$ cat config.mk
export PLATFORM = sky130hd
export DESIGN_NAME = if_fetch_sequencer
export DESIGN_NICKNAME = d
export VERILOG_FILES = /design/src/rtl/if_pkg.sv /design/src/rtl/if_sat_counter.sv /design/src/rtl/if_fetch_sequencer.sv
export SDC_FILE = /design/constraint.sdc
export NUM_CORES = 1
export LEC_CHECK = 0
export BUFFER_PORTS_ARGS = -buffer_cell sky130_fd_sc_hd__buf_2
export CAP_MARGIN = 0
export CORE_MARGIN = 10
export CORE_UTILIZATION = 53
export CTS_BUF_LIST = sky130_fd_sc_hd__clkbuf_16
export DETAILED_ROUTE_END_ITERATION = 6
export HOLD_SLACK_MARGIN = 0.15
export PLACE_DENSITY = 0.81
export SYNTH_ARGS = -nofsm -noshare
export SYNTH_HDL_FRONTEND = slang
export SYNTH_SLANG_ARGS = --single-unit
$ cat constraint.sdc
create_clock -name CLK -period 2.1 [get_ports CLK]
set_clock_uncertainty 0.1 [all_clocks]
set_input_delay 0.21 -clock CLK [delete_from_list [all_inputs] [get_ports CLK]]
set_output_delay 0.21 -clock CLK [all_outputs]
set_load 0.02 [all_outputs]
$ cat src/rtl/if_pkg.sv
// Shared definitions for the instruction fetch sequencer: state encoding,
// datapath width, reset PC and sequential PC increment.
package if_pkg;

    localparam int          INST_W       = 32;
    localparam logic [31:0] RESET_PC_DEF = 32'h0000_3000;
    localparam logic [31:0] PC_STEP      = 32'd4;

    typedef enum logic [1:0] {
        IDLE  = 2'd0,
        REQ   = 2'd1,
        VALID = 2'd2
    } fetch_state_t;

endpackage

$ cat src/rtl/if_sat_counter.sv
// Saturating event counter; holds at all-ones once reached.
module if_sat_counter #(
    parameter int W = 32
) (
    input  logic         CLK,
    input  logic         Reset,
    input  logic         inc,
    output logic [W-1:0] cnt
);

    always_ff @(posedge CLK or negedge Reset) begin
        if (!Reset) begin
            cnt <= '0;
        end else if (inc && (cnt != {W{1'b1}})) begin
            cnt <= cnt + 1'b1;
        end
    end

endmodule

$ cat src/rtl/if_fetch_sequencer.sv
// Instruction fetch sequencer: one outstanding imem request, registered hand-off
// to decode, redirect handling with in-flight discard. Optional perf counters: IF_FETCH_PERF_EN.
//
// state | meaning
// IDLE  | out of reset, first request not yet issued
// REQ   | imem request outstanding at req_addr
// VALID | captured word presented to decode
module if_fetch_sequencer #(
    parameter logic [31:0] RESET_PC = if_pkg::RESET_PC_DEF,
    parameter int          INST_W   = if_pkg::INST_W
) (
    input  logic              CLK,
    input  logic              Reset,
    output logic              imem_req,
    output logic [INST_W-1:0] imem_addr,
    input  logic              imem_ready,
    input  logic [INST_W-1:0] imem_rdata,
    input  logic              redirect,
    input  logic [INST_W-1:0] redirect_pc,
    output logic              id_valid,
    input  logic              id_ready,
    output logic [INST_W-1:0] id_inst,
    output logic [INST_W-1:0] id_pc,
    output logic              busy
`ifdef IF_FETCH_PERF_EN
    ,
    output logic [31:0]       perf_wait_cnt,
    output logic [31:0]       perf_drop_cnt
`endif
);

    import if_pkg::*;

    fetch_state_t      state, state_nxt;
    logic [INST_W-1:0] pc, pc_nxt;
    logic [INST_W-1:0] req_addr, req_addr_nxt;
    logic              drop, drop_nxt;
    logic [INST_W-1:0] id_inst_nxt, id_pc_nxt;
    logic [INST_W-1:0] tgt;

    assign tgt = redirect_pc & ~INST_W'(3);

    always_ff @(posedge CLK or negedge Reset) begin
        if (!Reset) begin
            state    <= IDLE;
            pc       <= INST_W'(RESET_PC);
            req_addr <= INST_W'(RESET_PC);
            drop     <= 1'b0;
            id_inst  <= '0;
            id_pc    <= '0;
        end else begin
            state    <= state_nxt;
            pc       <= pc_nxt;
            req_addr <= req_addr_nxt;
            drop     <= drop_nxt;
            id_inst  <= id_inst_nxt;
            id_pc    <= id_pc_nxt;
        end
    end

    always_comb begin
        state_nxt    = state;
        pc_nxt       = pc;
        req_addr_nxt = req_addr;
        drop_nxt     = drop;
        id_inst_nxt  = id_inst;
        id_pc_nxt    = id_pc;
        case (state)
            IDLE: begin
                state_nxt = REQ;
                if (redirect) begin
                    pc_nxt       = tgt;
                    req_addr_nxt = tgt;
                end else begin
                    req_addr_nxt = pc;
                end
            end
            REQ: begin
                if (redirect) begin
                    pc_nxt = tgt;
                    // A word landing with the redirect is simply dropped; otherwise
                    // the outstanding request must finish before the target is issued.
                    if (imem_ready) begin
                        req_addr_nxt = tgt;
                        drop_nxt     = 1'b0;
                    end else begin
                        drop_nxt     = 1'b1;
                    end
                end else if (imem_ready) begin
                    if (drop) begin
                        drop_nxt     = 1'b0;
                        req_addr_nxt = pc;
                    end else begin
                        id_inst_nxt = imem_rdata;
                        id_pc_nxt   = req_addr;
                        pc_nxt      = req_addr + INST_W'(PC_STEP);
                        state_nxt   = VALID;
                    end
                end
            end
            VALID: begin
                if (id_ready || redirect) begin
                    state_nxt = REQ;
                    if (redirect) begin
                        pc_nxt       = tgt;
                        req_addr_nxt = tgt;
                    end else begin
                        req_addr_nxt = pc;
                    end
                end
            end
            default: state_nxt = IDLE;
        endcase
    end

    assign imem_req  = (state == REQ);
    assign imem_addr = req_addr;
    assign id_valid  = (state == VALID);
    assign busy      = (state != IDLE);

`ifdef IF_FETCH_PERF_EN
    logic discard;
    assign discard = imem_req && imem_ready && (redirect || drop);

    if_sat_counter #(.W(32)) u_wait_cnt (
        .CLK   (CLK),
        .Reset (Reset),
        .inc   (imem_req && !imem_ready),
        .cnt   (perf_wait_cnt)
    );

    if_sat_counter #(.W(32)) u_drop_cnt (
        .CLK   (CLK),
        .Reset (Reset),
        .inc   (discard),
        .cnt   (perf_drop_cnt)
    );
`endif

endmodule

==> run metrics <==
post-synth top area share=52.08%; Synth area leaders=dfrtp_1, nand2_1, mux2i_1; CP max FO=61; Starting Density=53.67%; Starting DRT DRC Count=563; placed cell count=957; largest family of logic cells by synthesized area=simple AND/OR/NAND/NOR gates; CP Cell Sequence=nand2b_1, buf_4, nor3_4, buf_12, o21ai_1, o221a_2; VDD IR-drop max=1.082 mV; clk buf depth=2; most common cell in the netlist=nand2_1; multi-input logic area=2620 µm²; crit path DAT=2.18 ns; Least-Margin Pin Slew=0.6051 ns; CP Data Required Time=2.30 ns; CP startpoint kind=register; RD Place Congestion=0.8556; Slew Limit Fails=0; largest area contributor in the netlist=dfrtp_1; Hold Crit Depth=3; Post-synth EDFFs=0; Final min period=1.978 ns; pin count of the biggest net entering global routing=81; dominant synthesized flop cell=dfrtp_1; Core Area=11370 µm²; Worst path slowest cell=dfrtp_1; Stages on worst setup path=6; crit path kind=register to register; mean routed wirelength per cell=17.97 µm; flops & latches, synth=131; Ports=168; die area=16210 µm²; FF-to-FF setup slack=0.12 ns; HPWL after detailed placement=12.50 mm; xor/xnor share of the synthesized area=3.732%; Max Cap Viol=0; async set-or-reset flop fraction in the synthesized netlist=100.0%; Layout Cells excl Fill=1058; DRC viols=0; fin nets=970; kind of end point of the critical path=register; final setup fails=0; Via density=5.484; Reg area=3283 µm²; Worst R2R Path Depth=6; drt pass-1 iters=5; GRT Total Usage=22.96%; CTS tree=built; via count=5802; Die Wd=127.3 µm; Post-Synth Adder-Cell Area=0.2050%; Finished Core Util=74.25%; Worst-Skew Late Latency=0.41 ns; final instance area=8442 µm²; IO buf count=165; Avg Cell Area, Syn=9.274 µm²; Synth Instances=658; Site Rows=39; Placed Area=7214 µm²; post-route ant nets=0; maximum clock rate=505.7 MHz; number of clock sinks=131; Leak Pwr=0.004166 µW; cell family with most CP delay=simple AND/OR/NAND/NOR gates; Post-Syn Nets=728; final period utilization=94.17%; post-synthesis sequential area ratio=53.80%; Ys Warns=0; number of global-route vias before repair=5956; Hold Path Class=input pin to register; clock root cell=clkbuf_16; dpl ws=0.02804 ns; Fin. Hold Viols=0; status=finished, final reports clean; share of layout cells above drive strength 1=27.49%; total wire length=19.02 mm; simple logic cell fraction of the synthesized area=21.65%; Compound-Gate Fraction of Synth Area=12.24%; die height=127.3 µm; htree depth=4; Mapped Area=6102 µm²; final worst setup slack=0.1224 ns; Buf/Inv on CP=2; Max stage delay on crit path=0.47 ns; Area growth, synth to finish=38.34%; first-pass GRT wire length=30.56 mm; Synth cell types=54; Reg clk slew, reported paths=0.06 ns; Fillers=794; setup_tns=0 ns; Slew headroom=59.65%; grt ovf=0; initial antenna violation count=1; P per Cell Area=1486 nW/µm²; RSZ-0062 raised after global routing=no; multiplexer share of the synthesized area=4.778%; CTS buffer count=17; synth cell count leaders=nand2_1, dfrtp_1, a21oi_1, nor2_1, mux2i_1
-- registers in the layout (all words and copies together) (netlist names) --
register and flops:
id_inst 32, id_pc 32, imem_addr 32, pc 32, state 2, drop 1
-- layer usage --
layer	part of all wire (%)	wire length, µm	track usage, %	vias up
li1	-	-	-	2726
met1	42	8023	28.57	2795
met2	49	9268	37.41	260
met3	7.6	1453	6.658	21
met4	1.4	271	7.904	0
met5	0	0	0	-
-- cell usage in the layout (no fill, tap or decap), types with 7 or more instances in the layout --
cell type,n
nand2_1,202
buf_2,164
dfrtp_1,127
dlygate4sd3_1,66
a21oi_1,46
nor2_1,39
buf_4,30
mux2i_1,28
o22ai_1,21
xor2_1,18
clkbuf_16,17
nand3_1,16
a22oi_1,15
o21ai_1,15
nand4_1,10
xnor2_1,8
nand2b_1,7
inv_1,7
-- per-stage QoR --
step / hold WS [ns] / power, µW
after floorplan: -0.1856 / 7603
after global placement: 0.1072 / 9416
after detailed placement: 0.1083 / 9617
after CTS: 0.1750 / 12520
after global routing: 0.2335 / 13280
final: 0.2102 / 12550
-- power by group --
part / internal (µW) / total, µW / switching (µW)
sequential: 3640 / 4550 / 909
combinational: 1910 / 5220 / 3310
clock: 1710 / 2770 / 1060
-- tightest hold or removal path, cell delays in order --
cell and delay [ns]:
buf_2 0.21, mux2i_1 0.18, a21oi_1 0.08
-- final timing paths --
check,end,from
max reg2reg,pc[6]$_DFFE_PN0P_,state[1]$_DFFE_PN0P_
min reg2reg,id_pc[18]$_DFFE_PN0P_,id_pc[18]$_DFFE_PN0P_
max,pc[6]$_DFFE_PN0P_,state[1]$_DFFE_PN0P_
max in group asynchronous,id_inst[30]$_DFFE_PN0P_,Reset
min,imem_addr[3]$_DFFE_PN0P_,redirect
min in group asynchronous,id_inst[3]$_DFFE_PN0P_,Reset
-- final cells by class --
class,count,area share (%)
Clock buffer,17,5.039
Timing Repair Buffer,264,21.06
Clock inverter,15,1.482
Sequential cell,131,38.89
Tap cell,143,2.119
Multi-Input combinational cell,479,31.04
Antenna cell,2,0.05929
Inverter,7,0.3112
-- logic make-up after synthesis --
group,Yosys count
AND/OR/NAND/NOR,300
flip-flops,131
AO/OA/AOI/OAI,123
buffers and inverters,48
multiplexers,29
XOR/XNOR,26
adder cells (fa/ha/maj),1
-- repair_timing --
action                                 CTS  global route
setup buffers                            0             1
endpoints found under the hold margin  205             0
hold buffers                            66             0
setup endpoints to repair                0             9
resized for setup                        0             1
(Power assumes the default switching activity.)
